`config.mk`:
```
export PLATFORM = sky130hd
export DESIGN_NAME = fsl_npi_frame_writer_flat
export DESIGN_NICKNAME = d
export VERILOG_FILES = /design/src/rtl/fsl_npi_frame_writer_if.sv /design/src/rtl/fsl_npi_frame_writer.sv /design/src/flat_wrapper.sv
export SDC_FILE = /design/constraint.sdc
export NUM_CORES = 1
export LEC_CHECK = 0
export ABC_AREA = 1
export BUFFER_PORTS_ARGS = -buffer_cell sky130_fd_sc_hd__buf_2
export CAP_MARGIN = 0
export CORE_UTILIZATION = 40
export CTS_BUF_LIST = sky130_fd_sc_hd__clkbuf_4 sky130_fd_sc_hd__clkbuf_8
export CTS_CLUSTER_SIZE = 25
export DETAILED_ROUTE_END_ITERATION = 8
export GPL_TIMING_DRIVEN = 0
export PLACE_DENSITY = 0.67
export SYNTH_ARGS = -nofsm -noshare
export SYNTH_HDL_FRONTEND = slang
export SYNTH_SLANG_ARGS = --single-unit
```
`constraint.sdc`:
```
create_clock -name FSL_Clk -period 2.4 [get_ports FSL_Clk]
set_input_delay 0.12 -clock FSL_Clk [delete_from_list [all_inputs] [get_ports FSL_Clk]]
set_output_delay 0.12 -clock FSL_Clk [all_outputs]
set_load 0.05 [all_outputs]
```
`src/rtl/fsl_npi_frame_writer_if.sv`:
```
// rtl/fsl_npi_frame_writer_if.sv - FSL slave/master link and MPMC NPI port bundle for the frame writer
interface fsl_npi_frame_writer_if #(
  parameter int C_PI_ADDR_WIDTH     = 32,
  parameter int C_PI_DATA_WIDTH     = 64,
  parameter int C_PI_BE_WIDTH       = 8,
  parameter int C_PI_RDWDADDR_WIDTH = 4
);
  logic                           FSL_S_Read;
  logic [0:31]                    FSL_S_Data;
  logic                           FSL_S_Control;
  logic                           FSL_S_Exists;
  logic                           FSL_M_Write;
  logic [0:31]                    FSL_M_Data;
  logic                           FSL_M_Control;
  logic                           FSL_M_Full;
  logic                           system_dcm_locked;
  logic [C_PI_ADDR_WIDTH-1:0]     XIL_NPI_Addr;
  logic                           XIL_NPI_AddrReq;
  logic                           XIL_NPI_AddrAck;
  logic                           XIL_NPI_RNW;
  logic [3:0]                     XIL_NPI_Size;
  logic [C_PI_DATA_WIDTH-1:0]     XIL_NPI_WrFIFO_Data;
  logic [C_PI_BE_WIDTH-1:0]       XIL_NPI_WrFIFO_BE;
  logic                           XIL_NPI_WrFIFO_Push;
  logic [C_PI_DATA_WIDTH-1:0]     XIL_NPI_RdFIFO_Data;
  logic                           XIL_NPI_RdFIFO_Pop;
  logic [C_PI_RDWDADDR_WIDTH-1:0] XIL_NPI_RdFIFO_RdWdAddr;
  logic                           XIL_NPI_WrFIFO_AlmostFull;
  logic                           XIL_NPI_WrFIFO_Flush;
  logic                           XIL_NPI_RdFIFO_Empty;
  logic                           XIL_NPI_RdFIFO_Flush;
  logic [1:0]                     XIL_NPI_RdFIFO_Latency;
  logic                           XIL_NPI_RdModWr;
  logic                           XIL_NPI_WrFIFO_Empty;
  logic                           XIL_NPI_InitDone;

  modport master (
    output FSL_S_Read, FSL_M_Write, FSL_M_Data, FSL_M_Control,
           XIL_NPI_Addr, XIL_NPI_AddrReq, XIL_NPI_RNW, XIL_NPI_Size,
           XIL_NPI_WrFIFO_Data, XIL_NPI_WrFIFO_BE, XIL_NPI_WrFIFO_Push,
           XIL_NPI_RdFIFO_Pop, XIL_NPI_RdFIFO_Flush, XIL_NPI_WrFIFO_Flush, XIL_NPI_RdModWr,
    input  FSL_S_Data, FSL_S_Control, FSL_S_Exists, FSL_M_Full, system_dcm_locked,
           XIL_NPI_AddrAck, XIL_NPI_RdFIFO_Data, XIL_NPI_RdFIFO_RdWdAddr,
           XIL_NPI_WrFIFO_AlmostFull, XIL_NPI_RdFIFO_Empty, XIL_NPI_RdFIFO_Latency,
           XIL_NPI_WrFIFO_Empty, XIL_NPI_InitDone
  );

  modport slave (
    input  FSL_S_Read, FSL_M_Write, FSL_M_Data, FSL_M_Control,
           XIL_NPI_Addr, XIL_NPI_AddrReq, XIL_NPI_RNW, XIL_NPI_Size,
           XIL_NPI_WrFIFO_Data, XIL_NPI_WrFIFO_BE, XIL_NPI_WrFIFO_Push,
           XIL_NPI_RdFIFO_Pop, XIL_NPI_RdFIFO_Flush, XIL_NPI_WrFIFO_Flush, XIL_NPI_RdModWr,
    output FSL_S_Data, FSL_S_Control, FSL_S_Exists, FSL_M_Full, system_dcm_locked,
           XIL_NPI_AddrAck, XIL_NPI_RdFIFO_Data, XIL_NPI_RdFIFO_RdWdAddr,
           XIL_NPI_WrFIFO_AlmostFull, XIL_NPI_RdFIFO_Empty, XIL_NPI_RdFIFO_Latency,
           XIL_NPI_WrFIFO_Empty, XIL_NPI_InitDone
  );
endinterface

```
`src/rtl/fsl_npi_frame_writer.sv`:
```
// rtl/fsl_npi_frame_writer.sv - FSL pixel stream to MPMC NPI 8-word write bursts
// Optional status reporting on FSL master enabled by FSL_NPI_WRITER_STATUS_EN.
module fsl_npi_frame_writer #(
  parameter int C_PI_ADDR_WIDTH = 32,
  parameter int C_PI_DATA_WIDTH = 64,
  parameter int C_PI_BE_WIDTH   = 8
) (
  input logic                    FSL_Clk,
  input logic                    FSL_Rst_n,
  fsl_npi_frame_writer_if.master bus
);
  typedef enum logic [2:0] {
    WAIT_INIT,
    COLLECT,
    PAD,
`ifdef FSL_NPI_WRITER_STATUS_EN
    STATUS,
`endif
    REQ
  } state_t;

  state_t                     state, state_n;
  logic [2:0]                 wcnt;
  logic [2:0]                 wcnt_pad;
  logic [31:0]                low_q;
  logic [C_PI_DATA_WIDTH-1:0] data_q;
  logic [C_PI_BE_WIDTH-1:0]   be_q;
  logic                       push_q;
  logic [C_PI_ADDR_WIDTH-1:0] addr_q;
  logic                       pad_pending;
  logic                       addr_req;
  logic                       s_read;
  logic                       take_pixel;
  logic                       take_ctrl;
  logic                       pad_push;
  logic                       ack_take;
  logic                       status_wr;

  // The final push of a burst is still in its output register on the first REQ cycle;
  // holding the request back one cycle keeps all data ahead of the address.
  assign addr_req = (state == REQ) && !push_q;
  // A half-filled pair takes one slot to close, an empty pair takes two.
  assign wcnt_pad = wcnt + (wcnt[0] ? 3'd1 : 3'd2);

  always_ff @(posedge FSL_Clk or negedge FSL_Rst_n) begin
    if (!FSL_Rst_n) begin
      state <= WAIT_INIT;
    end else begin
      state <= state_n;
    end
  end

  always_comb begin
    state_n    = state;
    s_read     = 1'b0;
    take_pixel = 1'b0;
    take_ctrl  = 1'b0;
    pad_push   = 1'b0;
    ack_take   = 1'b0;
    status_wr  = 1'b0;
    case (state)
      WAIT_INIT: begin
        if (bus.XIL_NPI_InitDone && bus.system_dcm_locked) state_n = COLLECT;
      end
      COLLECT: begin
        if (bus.FSL_S_Exists) begin
          if (bus.FSL_S_Control) begin
            if (wcnt == 3'd0) begin
              s_read    = 1'b1;
              take_ctrl = 1'b1;
`ifdef FSL_NPI_WRITER_STATUS_EN
              // A padded burst already reported on its way here.
              if (!pad_pending) state_n = STATUS;
`endif
            end else begin
              state_n = PAD;
            end
          end else if (!wcnt[0] || !bus.XIL_NPI_WrFIFO_AlmostFull) begin
            s_read     = 1'b1;
            take_pixel = 1'b1;
            if (wcnt == 3'd7) state_n = REQ;
          end
        end
      end
      PAD: begin
        if (!bus.XIL_NPI_WrFIFO_AlmostFull) begin
          pad_push = 1'b1;
          if (wcnt_pad == 3'd0) state_n = REQ;
        end
      end
      REQ: begin
        if (addr_req && bus.XIL_NPI_AddrAck) begin
          ack_take = 1'b1;
`ifdef FSL_NPI_WRITER_STATUS_EN
          state_n  = pad_pending ? STATUS : COLLECT;
`else
          state_n  = COLLECT;
`endif
        end
      end
`ifdef FSL_NPI_WRITER_STATUS_EN
      STATUS: begin
        if (!bus.FSL_M_Full) begin
          status_wr = 1'b1;
          state_n   = COLLECT;
        end
      end
`endif
      default: state_n = WAIT_INIT;
    endcase
  end

  always_ff @(posedge FSL_Clk or negedge FSL_Rst_n) begin
    if (!FSL_Rst_n) begin
      wcnt        <= 3'd0;
      low_q       <= 32'h0;
      data_q      <= '0;
      be_q        <= '0;
      push_q      <= 1'b0;
      addr_q      <= '0;
      pad_pending <= 1'b0;
    end else begin
      push_q <= 1'b0;
      if (take_pixel) begin
        wcnt <= wcnt + 3'd1;
        if (!wcnt[0]) begin
          low_q <= bus.FSL_S_Data;
        end else begin
          data_q <= {bus.FSL_S_Data, low_q};
          be_q   <= 8'hFF;
          push_q <= 1'b1;
        end
      end
      if (pad_push) begin
        wcnt   <= wcnt_pad;
        push_q <= 1'b1;
        data_q <= wcnt[0] ? {32'h0, low_q} : 64'h0;
        be_q   <= wcnt[0] ? 8'h0F : 8'h00;
        if (wcnt_pad == 3'd0) pad_pending <= 1'b1;
      end
      if (take_ctrl) begin
        addr_q      <= bus.FSL_S_Data & ~32'h1F;
        pad_pending <= 1'b0;
      end
      if (ack_take) addr_q <= addr_q + 32'd32;
    end
  end

`ifdef FSL_NPI_WRITER_STATUS_EN
  logic [31:0] bcnt;

  always_ff @(posedge FSL_Clk or negedge FSL_Rst_n) begin
    if (!FSL_Rst_n) begin
      bcnt <= 32'h0;
    end else if (status_wr) begin
      bcnt <= 32'h0;
    end else if (ack_take && bcnt != 32'hFFFF_FFFF) begin
      bcnt <= bcnt + 32'd1;
    end
  end

  assign bus.FSL_M_Write   = status_wr;
  assign bus.FSL_M_Data    = status_wr ? bcnt : 32'h0;
  assign bus.FSL_M_Control = status_wr;

  logic unused_inputs;
  assign unused_inputs = ^{bus.XIL_NPI_RdFIFO_Data, bus.XIL_NPI_RdFIFO_RdWdAddr,
                           bus.XIL_NPI_RdFIFO_Empty, bus.XIL_NPI_RdFIFO_Latency,
                           bus.XIL_NPI_WrFIFO_Empty};
`else
  assign bus.FSL_M_Write   = 1'b0;
  assign bus.FSL_M_Data    = 32'h0;
  assign bus.FSL_M_Control = 1'b0;

  logic unused_inputs;
  assign unused_inputs = ^{bus.XIL_NPI_RdFIFO_Data, bus.XIL_NPI_RdFIFO_RdWdAddr,
                           bus.XIL_NPI_RdFIFO_Empty, bus.XIL_NPI_RdFIFO_Latency,
                           bus.XIL_NPI_WrFIFO_Empty, bus.FSL_M_Full, status_wr};
`endif

  assign bus.FSL_S_Read           = s_read;
  assign bus.XIL_NPI_Addr         = addr_q;
  assign bus.XIL_NPI_AddrReq      = addr_req;
  assign bus.XIL_NPI_RNW          = 1'b0;
  assign bus.XIL_NPI_Size         = 4'd2;
  assign bus.XIL_NPI_WrFIFO_Data  = data_q;
  assign bus.XIL_NPI_WrFIFO_BE    = be_q;
  assign bus.XIL_NPI_WrFIFO_Push  = push_q;
  assign bus.XIL_NPI_RdFIFO_Pop   = 1'b0;
  assign bus.XIL_NPI_RdFIFO_Flush = 1'b0;
  assign bus.XIL_NPI_WrFIFO_Flush = 1'b0;
  assign bus.XIL_NPI_RdModWr      = 1'b0;
endmodule

```
`src/flat_wrapper.sv`:
```
// flat-port wrapper written by rule: the top's interface ports become plain ports
module fsl_npi_frame_writer_flat 
#(
  parameter int C_PI_ADDR_WIDTH = 32,
  parameter int C_PI_DATA_WIDTH = 64,
  parameter int C_PI_BE_WIDTH   = 8
)
  (FSL_Clk, FSL_Rst_n, bus_FSL_S_Read, bus_FSL_M_Write, bus_FSL_M_Data, bus_FSL_M_Control, bus_XIL_NPI_Addr, bus_XIL_NPI_AddrReq, bus_XIL_NPI_RNW, bus_XIL_NPI_Size, bus_XIL_NPI_WrFIFO_Data, bus_XIL_NPI_WrFIFO_BE, bus_XIL_NPI_WrFIFO_Push, bus_XIL_NPI_RdFIFO_Pop, bus_XIL_NPI_RdFIFO_Flush, bus_XIL_NPI_WrFIFO_Flush, bus_XIL_NPI_RdModWr, bus_FSL_S_Data, bus_FSL_S_Control, bus_FSL_S_Exists, bus_FSL_M_Full, bus_system_dcm_locked, bus_XIL_NPI_AddrAck, bus_XIL_NPI_RdFIFO_Data, bus_XIL_NPI_RdFIFO_RdWdAddr, bus_XIL_NPI_WrFIFO_AlmostFull, bus_XIL_NPI_RdFIFO_Empty, bus_XIL_NPI_RdFIFO_Latency, bus_XIL_NPI_WrFIFO_Empty, bus_XIL_NPI_InitDone);
  fsl_npi_frame_writer_if #(.C_PI_ADDR_WIDTH(C_PI_ADDR_WIDTH), .C_PI_DATA_WIDTH(C_PI_DATA_WIDTH), .C_PI_BE_WIDTH(C_PI_BE_WIDTH)) bus_i ();
  input logic FSL_Clk;
  input logic FSL_Rst_n;
  output wire logic [$bits(bus_i.FSL_S_Read)-1:0] bus_FSL_S_Read;
  output wire logic [$bits(bus_i.FSL_M_Write)-1:0] bus_FSL_M_Write;
  output wire logic [$bits(bus_i.FSL_M_Data)-1:0] bus_FSL_M_Data;
  output wire logic [$bits(bus_i.FSL_M_Control)-1:0] bus_FSL_M_Control;
  output wire logic [$bits(bus_i.XIL_NPI_Addr)-1:0] bus_XIL_NPI_Addr;
  output wire logic [$bits(bus_i.XIL_NPI_AddrReq)-1:0] bus_XIL_NPI_AddrReq;
  output wire logic [$bits(bus_i.XIL_NPI_RNW)-1:0] bus_XIL_NPI_RNW;
  output wire logic [$bits(bus_i.XIL_NPI_Size)-1:0] bus_XIL_NPI_Size;
  output wire logic [$bits(bus_i.XIL_NPI_WrFIFO_Data)-1:0] bus_XIL_NPI_WrFIFO_Data;
  output wire logic [$bits(bus_i.XIL_NPI_WrFIFO_BE)-1:0] bus_XIL_NPI_WrFIFO_BE;
  output wire logic [$bits(bus_i.XIL_NPI_WrFIFO_Push)-1:0] bus_XIL_NPI_WrFIFO_Push;
  output wire logic [$bits(bus_i.XIL_NPI_RdFIFO_Pop)-1:0] bus_XIL_NPI_RdFIFO_Pop;
  output wire logic [$bits(bus_i.XIL_NPI_RdFIFO_Flush)-1:0] bus_XIL_NPI_RdFIFO_Flush;
  output wire logic [$bits(bus_i.XIL_NPI_WrFIFO_Flush)-1:0] bus_XIL_NPI_WrFIFO_Flush;
  output wire logic [$bits(bus_i.XIL_NPI_RdModWr)-1:0] bus_XIL_NPI_RdModWr;
  input wire logic [$bits(bus_i.FSL_S_Data)-1:0] bus_FSL_S_Data;
  input wire logic [$bits(bus_i.FSL_S_Control)-1:0] bus_FSL_S_Control;
  input wire logic [$bits(bus_i.FSL_S_Exists)-1:0] bus_FSL_S_Exists;
  input wire logic [$bits(bus_i.FSL_M_Full)-1:0] bus_FSL_M_Full;
  input wire logic [$bits(bus_i.system_dcm_locked)-1:0] bus_system_dcm_locked;
  input wire logic [$bits(bus_i.XIL_NPI_AddrAck)-1:0] bus_XIL_NPI_AddrAck;
  input wire logic [$bits(bus_i.XIL_NPI_RdFIFO_Data)-1:0] bus_XIL_NPI_RdFIFO_Data;
  input wire logic [$bits(bus_i.XIL_NPI_RdFIFO_RdWdAddr)-1:0] bus_XIL_NPI_RdFIFO_RdWdAddr;
  input wire logic [$bits(bus_i.XIL_NPI_WrFIFO_AlmostFull)-1:0] bus_XIL_NPI_WrFIFO_AlmostFull;
  input wire logic [$bits(bus_i.XIL_NPI_RdFIFO_Empty)-1:0] bus_XIL_NPI_RdFIFO_Empty;
  input wire logic [$bits(bus_i.XIL_NPI_RdFIFO_Latency)-1:0] bus_XIL_NPI_RdFIFO_Latency;
  input wire logic [$bits(bus_i.XIL_NPI_WrFIFO_Empty)-1:0] bus_XIL_NPI_WrFIFO_Empty;
  input wire logic [$bits(bus_i.XIL_NPI_InitDone)-1:0] bus_XIL_NPI_InitDone;
  assign bus_FSL_S_Read = bus_i.FSL_S_Read;
  assign bus_FSL_M_Write = bus_i.FSL_M_Write;
  assign bus_FSL_M_Data = bus_i.FSL_M_Data;
  assign bus_FSL_M_Control = bus_i.FSL_M_Control;
  assign bus_XIL_NPI_Addr = bus_i.XIL_NPI_Addr;
  assign bus_XIL_NPI_AddrReq = bus_i.XIL_NPI_AddrReq;
  assign bus_XIL_NPI_RNW = bus_i.XIL_NPI_RNW;
  assign bus_XIL_NPI_Size = bus_i.XIL_NPI_Size;
  assign bus_XIL_NPI_WrFIFO_Data = bus_i.XIL_NPI_WrFIFO_Data;
  assign bus_XIL_NPI_WrFIFO_BE = bus_i.XIL_NPI_WrFIFO_BE;
  assign bus_XIL_NPI_WrFIFO_Push = bus_i.XIL_NPI_WrFIFO_Push;
  assign bus_XIL_NPI_RdFIFO_Pop = bus_i.XIL_NPI_RdFIFO_Pop;
  assign bus_XIL_NPI_RdFIFO_Flush = bus_i.XIL_NPI_RdFIFO_Flush;
  assign bus_XIL_NPI_WrFIFO_Flush = bus_i.XIL_NPI_WrFIFO_Flush;
  assign bus_XIL_NPI_RdModWr = bus_i.XIL_NPI_RdModWr;
  assign bus_i.FSL_S_Data = bus_FSL_S_Data;
  assign bus_i.FSL_S_Control = bus_FSL_S_Control;
  assign bus_i.FSL_S_Exists = bus_FSL_S_Exists;
  assign bus_i.FSL_M_Full = bus_FSL_M_Full;
  assign bus_i.system_dcm_locked = bus_system_dcm_locked;
  assign bus_i.XIL_NPI_AddrAck = bus_XIL_NPI_AddrAck;
  assign bus_i.XIL_NPI_RdFIFO_Data = bus_XIL_NPI_RdFIFO_Data;
  assign bus_i.XIL_NPI_RdFIFO_RdWdAddr = bus_XIL_NPI_RdFIFO_RdWdAddr;
  assign bus_i.XIL_NPI_WrFIFO_AlmostFull = bus_XIL_NPI_WrFIFO_AlmostFull;
  assign bus_i.XIL_NPI_RdFIFO_Empty = bus_XIL_NPI_RdFIFO_Empty;
  assign bus_i.XIL_NPI_RdFIFO_Latency = bus_XIL_NPI_RdFIFO_Latency;
  assign bus_i.XIL_NPI_WrFIFO_Empty = bus_XIL_NPI_WrFIFO_Empty;
  assign bus_i.XIL_NPI_InitDone = bus_XIL_NPI_InitDone;
  fsl_npi_frame_writer #(.C_PI_ADDR_WIDTH(C_PI_ADDR_WIDTH), .C_PI_DATA_WIDTH(C_PI_DATA_WIDTH), .C_PI_BE_WIDTH(C_PI_BE_WIDTH)) u_core (.FSL_Clk(FSL_Clk), .FSL_Rst_n(FSL_Rst_n), .bus(bus_i));
endmodule
```
==> metrics.txt <==
outcome=finished clean; slowest CP cell=dfrtp_1; Mapped Area=6640 µm²; Rel. slew slack=61.1%; Worst Path Required=2280 ps; Critical R2R Launch=u_core.wcnt[0]; CP Class=flip-flop to primary output; Hold Crit Depth=3; placed cells=1216; fin area=8560 µm²; Reg power frac=32.2%; Top Ports=263; layer with the highest usage=met2; ANT cells=0; f_max=0.430 GHz; Ys Warns=0; H-tree levels=4; Psw=6.68 mW; core area=16100 µm²; Final HPWL DP=13.4 mm; antenna violations before repair=0; combinational share of power=53.5%; Largest stage delay, worst path=410 ps; clk buf depth=2; Clock Pin Slew Worst Setup and Hold Paths=70 ps; Die ar.=17100 µm²; clock power share=14.2%; Hold Startpoint=bus_FSL_S_Data[11]; GRT Total Usage=22.6%; synth unique cells=32; clk_skew=11.1 ps; Cell Area, Placed=7820 µm²; Power, Total=12.5 mW; worst slew pin tran=584 ps; Place WS=74.8 ps; R2R Path End=u_core.bus.XIL_NPI_Addr[17]; GR met2 Demand/Resource=35.9%; Synth async-reset ratio=100%; Port-buffer cells=141; Routed Antenna Nets=0; most frequent cells in the layout=165 x nand2_1, 153 x buf_2, 133 x inv_1; 1st-iter DRT viols=373; Filler Cell Count=1537; Die Wd=131 µm; met3 usage=5.86%; worst-path cell chain=buf_4, clkinvlp_4, ha_1, nand4_1, nor2_4, inv_4, nand2_1, buf_4; Avg Cell Area, Syn=8.18 µm²; Crit path top cell by count=buf_4; static leakage=4.55 nW; Worst Hold Margin=14.8 ps; worst-skew pair later-pin latency=460 ps; Die Ht=131 µm; vias=5966; final worst setup slack=76.1 ps; crit path max fanout=12; number of synthesized flops with an enable pin=0; Tmin final=2320 ps; delay-heaviest family, CP=buffers and inverters; Pwr per Cell Area=1460 nW/µm²; Worst R2R Path Depth=11; commonest non-fill, non-tap cell in the layout=nand2_1; Final GP Congestion=0.857; Min-Delay Endpoint=u_core.bus.XIL_NPI_WrFIFO_Data[43]; fin cells=1283; WL/cell=14.4 µm; Area Overhead vs Synth=28.9%; Mapped Cells=812; WP buf/inv=4; largest net degree at the start of global routing=82; root buffer cell=clkbuf_8; r2r setup slk=230 ps; routed wire length=18.5 mm; Tcrit/Tclk final=96.8%; layout cells sized above 1=25.7%; drt via density=4.65; CTS tree=done; sequential-to-total area share from yosys stat=49.4%; vias in the first global route=5472; total CTS buffers=17; CP Capture Type=primary output; Starting Density=41.4%; class of the worst hold path=primary input to flip-flop; first-pass GRT wire length=28.8 mm; DRC violations left=0; crit path launch type=flip-flop; Nets=1178; grt met1 use=29.8%; CTS Sinks=131; Pre-Repair DR Iteration Count=5; Max IR drop VDD=0.778 mV; synthesized flop and latch total=131; row count=46; crit path DAT=2200 ps; final hold violation count=0; top_reg_cell synth=dfrtp_1; fin. max-slew vios=0; max-cap violations=0; Switching Share=53.6%; grt ovf=0; Internal Power=5.78 mW; final setup fails=0
[layout make-up]
cell class	instances	area [µm²]	area share (%)
Buffer	84	568	6.64
Clock buffer	22	284	3.32
Clock inverter	10	83.8	0.979
Inverter	137	520	6.08
Multi-Input combinational cell	505	2460	28.7
Sequential cell	131	3280	38.3
Tap cell	216	270	3.16
Timing Repair Buffer	178	1100	12.8
[worst reg2reg max path, cell delays in order (launching register included)]
cell and delay, ps:
dfrtp_1 410, buf_4 190, clkinvlp_4 140, ha_1 180
nand4_1 180, nor2_4 240, inv_4 100, nand2_2 190
inv_2 150, buf_6 170, nand2_1 70, nand2_1 50
[stage by stage]
| step | utilization [%] | TNS (ps) |
|---|---|---|
| 5_1_grt | 53.3 | -19.3 |
| 6_report | 53.3 | 0 |
| 3_5_place_dp | 48.7 | 0 |
| 4_1_cts | 53.2 | 0 |
| 3_3_place_gp | 48.5 | -83760 |
| 2_1_floorplan | - | 0 |
[power by group through the flow]
stage | combinational (mW) | clock (mW) | sequential, mW
after CTS | 6.68 | 1.81 | 4.01
after detailed placement | 6.61 | 0 | 4.04
after global placement | 6.51 | 0 | 4.01
final | 6.67 | 1.77 | 4.01
after floorplan | 2.54 | 0 | 6.41
after global routing | 7.17 | 1.90 | 4.16
[state kept, by name, indices dropped and copies added (netlist names)]
register,cells
u_core.bus.XIL_NPI_WrFIFO_Data,64
u_core.wcnt,3
u_core.state,2
u_core.low_q,32
u_core.bus.XIL_NPI_WrFIFO_Push,1
u_core.bus.XIL_NPI_Addr,27
u_core.bus.XIL_NPI_WrFIFO_BE,2
[cell families (layout without fill, tap and decap cells)]
logic type | after synthesis | after routing | synth area share (%)
and+or+nand+nor | 285 | 285 | 18.5
DFF | 131 | 131 | 49.4
AOI/OAI and AO/OA | 155 | 155 | 12.8
buffers and inverters | 222 | 431 | 16.4
adders and majority gates | 11 | 11 | 2.07
xor gates and xnor gates | 6 | 6 | 0.791
other | 2 | 48 | 0.113
[layer usage]
metal / wire, µm / up-vias
met5: 0 / -
met4: 363 / 0
met3: 1120 / 31
met2: 8750 / 188
met1: 8270 / 2788
li1: - / 2959
[synthesized netlist by cell type (6+ instances only)]
cell type	count	area, µm²
nand2_1	165	619
inv_1	134	503
dfrtp_1	131	3280
nand2_2	8	50.1
o21ai_0	104	521
clkbuf_1	8	30.0
nand3_1	61	305
o211ai_1	6	45.0
buf_4	60	450
ha_1	11	138
nor2_1	33	124
o22ai_1	32	200
buf_2	14	70.1
[worst max path at each step]
stage	from	to	slack [ps]	cells after the start
finish	u_core.wcnt[0]	bus_FSL_S_Read	80	8
detailed placement	u_core.wcnt[0]	u_core.bus.XIL_NPI_Addr[25]	70	10
global placement	FSL_Rst_n	u_core.bus.XIL_NPI_WrFIFO_Data[32]	-650	1
floorplan	u_core.bus.XIL_NPI_WrFIFO_Push	u_core.bus.XIL_NPI_Addr[9]	160	7
CTS	u_core.wcnt[0]	bus_FSL_S_Read	50	8
global route	u_core.wcnt[0]	bus_FSL_S_Read	-20	8
[what timing repair did]
item,in CTS,in global routing
pin swaps,0,1
endpoints found under the hold margin,106,0
hold buffers,34,0
buffers inserted,0,2
resized for setup,4,1
endpoints found under the setup margin,1,1
Power figures use the tool's default switching activity.
